### src/rtl/data_cache.sv
// Direct-mapped write-through, no-write-allocate data cache for the M stage.
// Define DCACHE_STATS_EN to add hit_count / miss_count outputs.
module data_cache #(
   parameter int DATA_WIDTH = 32,
   parameter int SETS       = 16,
   localparam int INDEX_W   = $clog2(SETS)
) (
   input  logic                  clk,
   input  logic                  rst,
   input  logic                  req_valid,
   input  logic                  req_write,
   input  logic [DATA_WIDTH-1:0] req_addr,
   input  logic [DATA_WIDTH-1:0] req_wdata,
   input  logic [2:0]            req_funct3,
   output logic [DATA_WIDTH-1:0] rdata,
   output logic                  stall,
   output logic                  mem_req,
   output logic                  mem_we,
   output logic [DATA_WIDTH-1:0] mem_addr,
   output logic [DATA_WIDTH-1:0] mem_wdata,
   output logic [3:0]            mem_wstrb,
   input  logic                  mem_ack,
   input  logic [DATA_WIDTH-1:0] mem_rdata
`ifdef DCACHE_STATS_EN
   ,
   output logic [31:0]           hit_count,
   output logic [31:0]           miss_count
`endif
);

   localparam int TAG_W = DATA_WIDTH - INDEX_W - 2;

   typedef enum logic [1:0] {
      IDLE,
      RMISS,
      WTHRU
   } state_e;

   state_e                  state_q;
   logic [SETS-1:0]         valid_q;
   logic [TAG_W-1:0]        tag_q  [SETS];
   logic [DATA_WIDTH-1:0]   data_q [SETS];

   logic                    mem_req_q;
   logic                    mem_we_q;
   logic [DATA_WIDTH-1:0]   mem_addr_q;
   logic [DATA_WIDTH-1:0]   mem_wdata_q;
   logic [3:0]              mem_wstrb_q;

   logic [INDEX_W-1:0]      idx;
   logic [TAG_W-1:0]        tag;
   logic [INDEX_W-1:0]      m_idx;
   logic [TAG_W-1:0]        m_tag;
   logic                    hit;
   logic                    m_hit;
   logic                    ld_hit;
   logic                    done;
   logic [DATA_WIDTH-1:0]   aligned;
   logic [DATA_WIDTH-1:0]   st_wdata;
   logic [3:0]              st_strb;
   logic [DATA_WIDTH-1:0]   merged;

   function automatic logic [31:0] load_ext(
      input logic [31:0] w,
      input logic [1:0]  off,
      input logic [2:0]  f3
   );
      logic [7:0]  b;
      logic [15:0] h;
      logic [31:0] r;
      unique case (off)
         2'd0:    b = w[7:0];
         2'd1:    b = w[15:8];
         2'd2:    b = w[23:16];
         default: b = w[31:24];
      endcase
      h = off[1] ? w[31:16] : w[15:0];
      unique case (f3[1:0])
         2'b00:   r = f3[2] ? {24'b0, b} : {{24{b[7]}}, b};
         2'b01:   r = f3[2] ? {16'b0, h} : {{16{h[15]}}, h};
         default: r = w;
      endcase
      return r;
   endfunction

   assign idx     = req_addr[INDEX_W+1:2];
   assign tag     = req_addr[DATA_WIDTH-1:INDEX_W+2];
   assign m_idx   = mem_addr_q[INDEX_W+1:2];
   assign m_tag   = mem_addr_q[DATA_WIDTH-1:INDEX_W+2];
   assign hit     = valid_q[idx] && (tag_q[idx] == tag);
   assign m_hit   = valid_q[m_idx] && (tag_q[m_idx] == m_tag);
   assign aligned = {req_addr[DATA_WIDTH-1:2], 2'b00};

   assign ld_hit = (state_q == IDLE) && req_valid && !req_write && hit;
   assign done   = ld_hit || ((state_q != IDLE) && mem_ack);
   assign stall  = req_valid && !done;

   always_comb begin
      rdata = '0;
      if (ld_hit)
         rdata = load_ext(data_q[idx], req_addr[1:0], req_funct3);
      else if ((state_q == RMISS) && mem_ack)
         rdata = load_ext(mem_rdata, req_addr[1:0], req_funct3);
   end

   // Store data is replicated into every lane so the strobe alone picks bytes
   always_comb begin
      st_strb  = 4'b1111;
      st_wdata = req_wdata;
      unique case (req_funct3[1:0])
         2'b00: begin
            st_strb  = 4'b0001 << req_addr[1:0];
            st_wdata = {4{req_wdata[7:0]}};
         end
         2'b01: begin
            st_strb  = 4'b0011 << {req_addr[1], 1'b0};
            st_wdata = {2{req_wdata[15:0]}};
         end
         default: ;
      endcase
   end

   always_comb begin
      merged = data_q[m_idx];
      for (int i = 0; i < 4; i++)
         if (mem_wstrb_q[i])
            merged[8*i +: 8] = mem_wdata_q[8*i +: 8];
   end

   always_ff @(posedge clk or posedge rst) begin
      if (rst) begin
         state_q     <= IDLE;
         valid_q     <= '0;
         mem_req_q   <= 1'b0;
         mem_we_q    <= 1'b0;
         mem_addr_q  <= '0;
         mem_wdata_q <= '0;
         mem_wstrb_q <= '0;
`ifdef DCACHE_STATS_EN
         hit_count   <= '0;
         miss_count  <= '0;
`endif
      end else begin
         unique case (state_q)
            IDLE: begin
               if (req_valid && req_write) begin
                  state_q     <= WTHRU;
                  mem_req_q   <= 1'b1;
                  mem_we_q    <= 1'b1;
                  mem_addr_q  <= aligned;
                  mem_wdata_q <= st_wdata;
                  mem_wstrb_q <= st_strb;
               end else if (req_valid && !hit) begin
                  state_q     <= RMISS;
                  mem_req_q   <= 1'b1;
                  mem_we_q    <= 1'b0;
                  mem_addr_q  <= aligned;
                  mem_wdata_q <= '0;
                  mem_wstrb_q <= '0;
               end
`ifdef DCACHE_STATS_EN
               if (ld_hit)
                  hit_count <= hit_count + 32'd1;
               if (req_valid && !req_write && !hit)
                  miss_count <= miss_count + 32'd1;
`endif
            end
            RMISS, WTHRU: begin
               if (mem_ack) begin
                  if (state_q == RMISS)
                     valid_q[m_idx] <= 1'b1;
                  state_q     <= IDLE;
                  mem_req_q   <= 1'b0;
                  mem_we_q    <= 1'b0;
                  mem_addr_q  <= '0;
                  mem_wdata_q <= '0;
                  mem_wstrb_q <= '0;
               end
            end
            default: state_q <= IDLE;
         endcase
      end
   end

   // Line storage needs no reset; valid_q gates every use of it
   always_ff @(posedge clk) begin
      if ((state_q == RMISS) && mem_ack) begin
         tag_q[m_idx]  <= m_tag;
         data_q[m_idx] <= mem_rdata;
      end else if ((state_q == WTHRU) && mem_ack && m_hit) begin
         data_q[m_idx] <= merged;
      end
   end

   assign mem_req   = mem_req_q;
   assign mem_we    = mem_we_q;
   assign mem_addr  = mem_addr_q;
   assign mem_wdata = mem_wdata_q;
   assign mem_wstrb = mem_wstrb_q;

endmodule
### config.mk
export PLATFORM = sky130hd
export DESIGN_NAME = data_cache
export DESIGN_NICKNAME = d
export VERILOG_FILES = /design/src/rtl/data_cache.sv
export SDC_FILE = /design/constraint.sdc
export NUM_CORES = 1
export LEC_CHECK = 0
export BUFFER_PORTS_ARGS = -buffer_cell sky130_fd_sc_hd__buf_2
export CAP_MARGIN = 10
export CORE_AREA = 5 5 369 371
export CTS_CLUSTER_SIZE = 40
export DETAILED_ROUTE_END_ITERATION = 8
export DIE_AREA = 0 0 374 376
export SYNTH_ARGS = -nofsm -noshare
export SYNTH_HDL_FRONTEND = slang
export SYNTH_SLANG_ARGS = --single-unit
### constraint.sdc
create_clock -name clk -period 10.2 [get_ports clk]
set_clock_uncertainty 0.2 [all_clocks]
set_input_delay 1.02 -clock clk [delete_from_list [all_inputs] [get_ports clk]]
set_output_delay 1.02 -clock clk [all_outputs]
set_load 0.01 [all_outputs]
==> summary.md, run 1 <==
| Metric | Value |
|---|---|
| Status | complete, no violations |
| Crit. End Element | primary output |
| I/O Pins | roughly 210 |
| Syn Std Cell Area | 45900 um^2 |
| Vias | between 20000 and 30000 |
| CTS clk-pin slew, worst paths | 0.06 ns |
| DR iter-0 viols | about 3400 |
| Syn Area/Cell | ~18 um^2 |
| Hpwl dp | between 80 and 90 mm |
| Routed Antenna Nets | 0 |
| Post_cts resized | 0 |
| Die X | approximately 370 um |
| Worst skew pair latency | around 0.73 ns |
| CTS tree | done |
| Setup crit start kind | primary input |
| Async SR Flop Fraction | around 8.5% |
| WL final | ~130 mm |
| Most common cell after layout, fill and taps aside | edfxtp_1 |
| Clk buf depth | 3 |
| Tmin final | about 7.5 ns |
| FF-to-FF path depth | 10 |
| Setup Buffers After CTS | 0 |
| Worst slew pin tran | around 1.3 ns |
| Ys Warns | 0 |
| Crit-path slowest cell | buf_4 |
| Gate Count Post-Synth | around 2500 |
| CP Data Required Time | roughly 9 ns |
| Die Area | approximately 140000 um^2 |
| Maximum vdd drop | between 150 and 200 uV |
| Post-DR vias/cell | around 5.7 |
| Commonest non-fill, non-tap cells in the layout | edfxtp_1, mux4_2, buf_2 |
| Crit path buffers/inverters | 4 |
| Post-synthesis sequential area ratio | roughly 65% |
| Worst Setup Path Type | primary input to primary output |
| Design Area, Final | 52700 um^2 |
| Slew HR | ~14% |
| Clock Sinks | 1014 |
| Fin. Hold Viols | 0 |
| RSZ-0062 raised after global routing | no |
| Count of final setup violators | 0 |
| Vias in the first global route | between 20000 and 30000 |
| Setup_tns | 0 ns |
| Total track usage | 18.7% |
| CP Cell Sequence | buf_8 -> buf_4 -> mux4_2 -> mux2i_1 -> xnor2_1 -> nor4_1 -> a41oi_1 -> nor4b_1 -> nand4_1 -> or4b_2 -> buf_4 -> mux2i_1 -> buf_2 |
| Ys flop type | edfxtp_1 |
| Num CTS Buffers | approximately 110 |
| WL per Instance | between 20 and 30 um |
| Total power | roughly 12 mW |
| GRT overflow | 0 |
| Levels on crit path | 13 |
| Drt first pass iters | 7 |
| Worst EP arrival | ~6.3 ns |
| Htree depth | 3 |
| Hold_buf cts | 0 |
| Ant. Diodes | 0 |
| Buffers on Ports | 204 |
| Nets@finish | between 2000 and 3000 |
| Fmax | 133 MHz |
| CP max stage delay | 0.82 ns |
| Die Span Y | ~380 um |
| Routability congestion estimate | roughly 0.86 |
| First-pass GRT wire length | roughly 190 mm |
| Slew Viols, Final | 0 |
| CP delay by family, top | simple AND/OR/NAND/NOR gates |
| Share of cells above drive strength 1 | 32.7% |
| Leak | between 15 and 20 nW |
| Initial Util | 34.6% |
| Hold crit path type | primary input to asynchronous set/reset pin |
| CTS root buf | clkbuf_16 |
| Worst-path maximum fanout | 63 |
| PD cells | 233 nW/um^2 |
| Residual DRC | 0 |
| Post-synth cell types | 77 |
| Area Overhead vs Synth | 14.7% |
| Total of max-cap violations | 0 |
| Largest net degree at the start of global routing | between 90 and 100 |
| Num rows | around 130 |
| Post-synthesis register bit count | between 1000 and 1500 |
| Core area | between 100000 and 150000 um^2 |
| Cell Area, Placed | 49000 um^2 |
| Final Cycle Share | between 70% and 80% |
| Number of synthesized flops with an enable pin | between 900 and 1000 |
| Initial antenna violation count | 6 |
-- per-layer routing --
metal	GRT usage [%]	share of wire, %	wire length, um	vias to the layer above
met5	0	0.019	25	-
met4	5.23	2.8	3800	4
met3	4.10	8.8	11800	213
met2	29.4	47	62400	1332
met1	26.5	42	55900	13956
li1	-	-	-	10752
-- state kept, by name (all words and copies together) (netlist names) --
name       cells
data_q       512
mem_addr      30
mem_req        1
mem_wdata     32
mem_we         1
mem_wstrb      4
state_q        2
tag_q        416
valid_q       16
-- cells in the mapped netlist, drive strengths merged (4+ instances only) --
master | n | area share, %
a211oi | 11 | 0.18
a21oi | 45 | 0.49
a221o | 8 | 0.17
a221oi | 11 | 0.24
a222oi | 9 | 0.20
a22o | 15 | 0.29
a22oi | 21 | 0.34
a31oi | 12 | 0.16
and2 | 4 | 0.054
and3 | 5 | 0.068
buf | 96 | 1.4
clkbuf | 67 | 0.55
dfrtp | 86 | 4.7
edfxtp | 928 | 61
ha | 4 | 0.11
inv | 33 | 0.27
mux2 | 79 | 2.2
mux2i | 143 | 3.1
mux4 | 369 | 18
nand2 | 121 | 0.99
nand2b | 12 | 0.16
nand3 | 18 | 0.20
nand4 | 9 | 0.12
nor2 | 148 | 1.2
nor2b | 31 | 0.42
nor3 | 12 | 0.17
nor3b | 4 | 0.065
nor4 | 7 | 0.11
o21ai | 55 | 0.60
o21bai | 17 | 0.28
o22ai | 10 | 0.14
o2bb2ai | 17 | 0.32
or4 | 4 | 0.074
xnor2 | 31 | 0.59
xor2 | 19 | 0.36
-- kinds of logic after synthesis --
family / after synthesis / synth area share [%]
flops: 1014 / 65.4
mux: 591 / 23.5
simple gates: 385 / 3.83
compound gates: 263 / 4.05
buf+inv: 199 / 2.24
xor+xnor: 50 / 0.953
fa+ha+maj: 4 / 0.109
other cells: 1 / 0.00816
-- power breakdown --
| part | switching (mW) | internal, mW |
|---|---|---|
| Combinational | 1.60 | 1.17 |
| Sequential | 0.402 | 5.01 |
| Clock | 1.66 | 2.44 |
-- worst reg2reg max path, delay by kind of cell, from the launching register on --
family | cells | cell delay [ns]
xor+xnor | 1 | 0.50
flops | 1 | 0.98
mux | 2 | 1.13
compound gates | 1 | 0.22
simple gates | 5 | 3.10
buf+inv | 1 | 0.44
-- per-stage QoR --
step | utilization (%) | cells | hold WS, ns | setup slack, ns
5_1_grt | 39.7 | 4578 | 0.223 | 2.47
2_1_floorplan | - | 2508 | 0.255 | 4.62
3_3_place_gp | 36.9 | 4381 | 0.264 | 2.64
4_1_cts | 39.7 | 4578 | 0.208 | 2.63
3_5_place_dp | 36.9 | 4381 | 0.271 | 2.66
6_report | 39.7 | 4578 | 0.217 | 2.67
-- path summary, 6_finish.rpt --
| kind | from | end | slack [ns] |
|---|---|---|---|
| worst max-delay path | req_addr[3] | rdata[28] | 2.67 |
| worst min-delay path | rst | mem_wstrb[0]$_DFFE_PP0P_ | 0.22 |
| worst max register to register | mem_addr[2]$_DFFE_PP0P_ | data_q[10][25]$_DFFE_PP_ | 3.23 |
| worst min register to register | mem_we$_DFFE_PP0P_ | mem_we$_DFFE_PP0P_ | 0.28 |
| max in group asynchronous | rst | mem_addr[3]$_DFFE_PP0P_ | 8.26 |
| min in group clk | mem_we$_DFFE_PP0P_ | mem_we$_DFFE_PP0P_ | 0.28 |
-- cell type report --
cell class	count	area [um^2]
fillers	11897	79900
clock buffers	139	2940
inverters	36	141
flip-flops and latches	1014	30000
multi-input cells	1295	15000
repair buffers	268	1570
clock inverters	58	795
well taps	1768	2210
Power figures use the tool's default switching activity.
==> run 2: changes to the inputs <==
==> constraint.sdc (replaced) <==
create_clock -name clk -period 6.7 [get_ports clk]
set_clock_uncertainty 0.2 [all_clocks]
set_input_delay 0.67 -clock clk [delete_from_list [all_inputs] [get_ports clk]]
set_output_delay 0.67 -clock clk [all_outputs]
set_load 0.01 [all_outputs]
==> summary.md, run 2 (synthesis gave the netlist of run 1 again) <==
| Metric | Value |
|---|---|
| Initial antenna violation count | 5 |
| Die Area | approximately 140000 um^2 |
| Reg2reg setup slack | between 1 and 1.5 ns |
| Biggest register | data_q |
| CP most frequent cell | buf_12 |
| Slew HR | between 20% and 30% |
| PnR worst setup slack | approximately 0.80 ns |
| Cell Area, Placed | 49800 um^2 |
| Maximum vdd drop | approximately 240 uV |
| Clk buf depth | 3 |
| Count of final setup violators | 0 |
| Internal power | 12.9 mW |
| Largest net degree at the start of global routing | between 100 and 150 |
| Crit path buffers/inverters | 4 |
| Setup crit start kind | primary input |
| Core area | around 130000 um^2 |
| CP Cell Sequence | buf_8 -> buf_12 -> mux4_2 -> xor2_1 -> o21ai_0 -> a41oi_1 -> nor4b_1 -> nand4_1 -> or4b_2 -> buf_12 -> mux2_4 -> buf_2 |
| Setup_tns | 0 ns |
| Hpwl dp | between 80 and 90 mm |
| Most common cell after layout, fill and taps aside | edfxtp_1 |
| Num rows | roughly 130 |
| Crit. End Element | primary output |
| Nets@finish | 2935 |
| Comb pwr share | around 23% |
| Worst R2R End | data_q[8][9]$_DFFE_PP_ |
| Htree depth | 3 |
| PD cells | around 350 nW/um^2 |
| Post-DR vias/cell | about 5.6 |
| Worst Setup Path Type | primary input to primary output |
| Worst-path maximum fanout | 33 |
| Routed Antenna Nets | 0 |
| RSZ-0062 raised after global routing | no |
| Num CTS Buffers | ~110 |
| Total track usage | approximately a fifth |
| Worst slew pin tran | approximately 1.2 ns |
| Total of max-cap violations | 0 |
| Total power | 18.6 mW |
| Initial Util | 34.6% |
| Routability congestion estimate | just over 0.9 |
| Worst skew pair latency | between 0.7 and 0.8 ns |
| Tmin final | a little under 6 ns |
| Die X | approximately 370 um |
| Hold Path End | mem_wdata[13]$_DFFE_PP0P_ |
| Final Cycle Share | between 80% and 90% |
| First-pass GRT wire length | just under 200 mm |
| Min-Delay Startpoint | req_wdata[13] |
| Area Overhead vs Synth | 16.3% |
| Drt first pass iters | 6 |
| CP delay by family, top | simple AND/OR/NAND/NOR gates |
| Max reg flops | 512 |
| Layout fillers | around 12000 |
| Leak | ~18 nW |
| Buffers on Ports | 204 |
| Share of cells above drive strength 1 | about a third |
| Post_cts resized | 0 |
| CP Data Required Time | just under 6 ns |
| Status | complete, no violations |
| Hold_buf cts | 5 |
| Clock Sinks | just over 1000 |
| Crit-path slowest cell | or4b_2 |
| Slew Viols, Final | 0 |
| Fmax | roughly 170 MHz |
| Design Area, Final | about 53000 um^2 |
| Levels on crit path | 12 |
| Fin. Hold Viols | 0 |
| DR iter-0 viols | about 2900 |
| Dpl ws | a little over 0.9 ns |
| I/O Pins | 207 |
| GRT overflow | 0 |
| Setup Buffers After CTS | 0 |
| Residual DRC | 0 |
| Commonest non-fill, non-tap cells in the layout | edfxtp_1, mux4_2, buf_2 |
| Switching Share | between 30% and 40% |
| Net switching power figure | about 5.6 mW |
| Die Span Y | ~380 um |
| Clock network fraction of design power | roughly 33% |
| Reg2reg start | mem_addr[2]$_DFFE_PP0P_ |
| CTS tree | done |
| Worst EP arrival | 5.03 ns |
| Sequential share of power | between 40 and 50% |
| CTS root buf | clkbuf_16 |
| WL per Instance | between 20 and 30 um |
| Vias in the first global route | roughly 26000 |
| Hold crit path type | primary input to flop |
| Final hold slack | 0.0541 ns |
| FF-to-FF path depth | 12 |
| CP max stage delay | roughly 0.75 ns |
| Crit path from | req_addr[2] |
| WL final | between 100 and 150 mm |
| Cells on Worst Hold Path | 3 |
| Vias | 26380 |
| CTS clk-pin slew, worst paths | 0.06 ns |
run 2: cell types whose count changed in the layout (fill, tap and decap cells not counted), moves of 3 or more:
cell and delta:
bufinv_16 -6, clkbuf_1 +7, dlygate4sd3_1 +5, buf_4 +96, buf_12 +3
run 2: power by group through the flow:
stage / logic, mW / registers, mW / clock network, mW
floorplan: 2.71 / 8.17 / 0
global placement: 4.24 / 8.39 / 0
detailed placement: 4.25 / 8.41 / 0
CTS: 4.26 / 8.28 / 6.14
global route: 4.49 / 8.34 / 6.39
finish: 4.26 / 8.27 / 6.02
run 2: layout make-up:
type,count,area (um^2),area share [%]
sequential,1014,30000,56.2
tap,1768,2210,4.14
clock buffer,145,2950,5.52
antenna,2,5.00,0.00937
multi-input combinational,1295,15000,28.1
inverter,36,141,0.265
timing repair buffer,373,2420,4.52
clock inverter,54,633,1.19
run 2: worst max path at each step:
| stage | end | slack [ns] |
|---|---|---|
| floorplan | rdata[2] | 1.82 |
| global placement | rdata[15] | 0.91 |
| detailed placement | rdata[7] | 0.92 |
| CTS | rdata[7] | 0.91 |
| global route | rdata[15] | 0.61 |
| finish | rdata[7] | 0.80 |
run 2: through the flow:
stage          std cells  util [%]
2_1_floorplan       2508         -
3_3_place_gp        4480      37.5
3_5_place_dp        4480      37.5
4_1_cts             4684      40.3
5_1_grt             4685      40.3
6_report            4687      40.3
run 2: worst reg2reg max path, stage by stage (launching register included):
cell and delay (ns):
dfrtp_4 1.00, buf_4 0.47, mux4_2 0.54, mux4_2 0.47, xnor2_1 0.54, nand3_1 0.14, a2111oi_0 0.38, nand4_1 0.15
buf_4 0.21, nor3_2 0.28, nor2_1 0.31, nor2_1 0.19, buf_4 0.23
run 2: per-layer routing:
layer  global-route usage [%]  wire length, um  part of all wire, %
met1                     26.3            56500                   42
met2                     30.2            63800                   47
met3                     3.33            10300                  7.6
met4                     5.41             3870                  2.9
met5                        0                7               0.0052
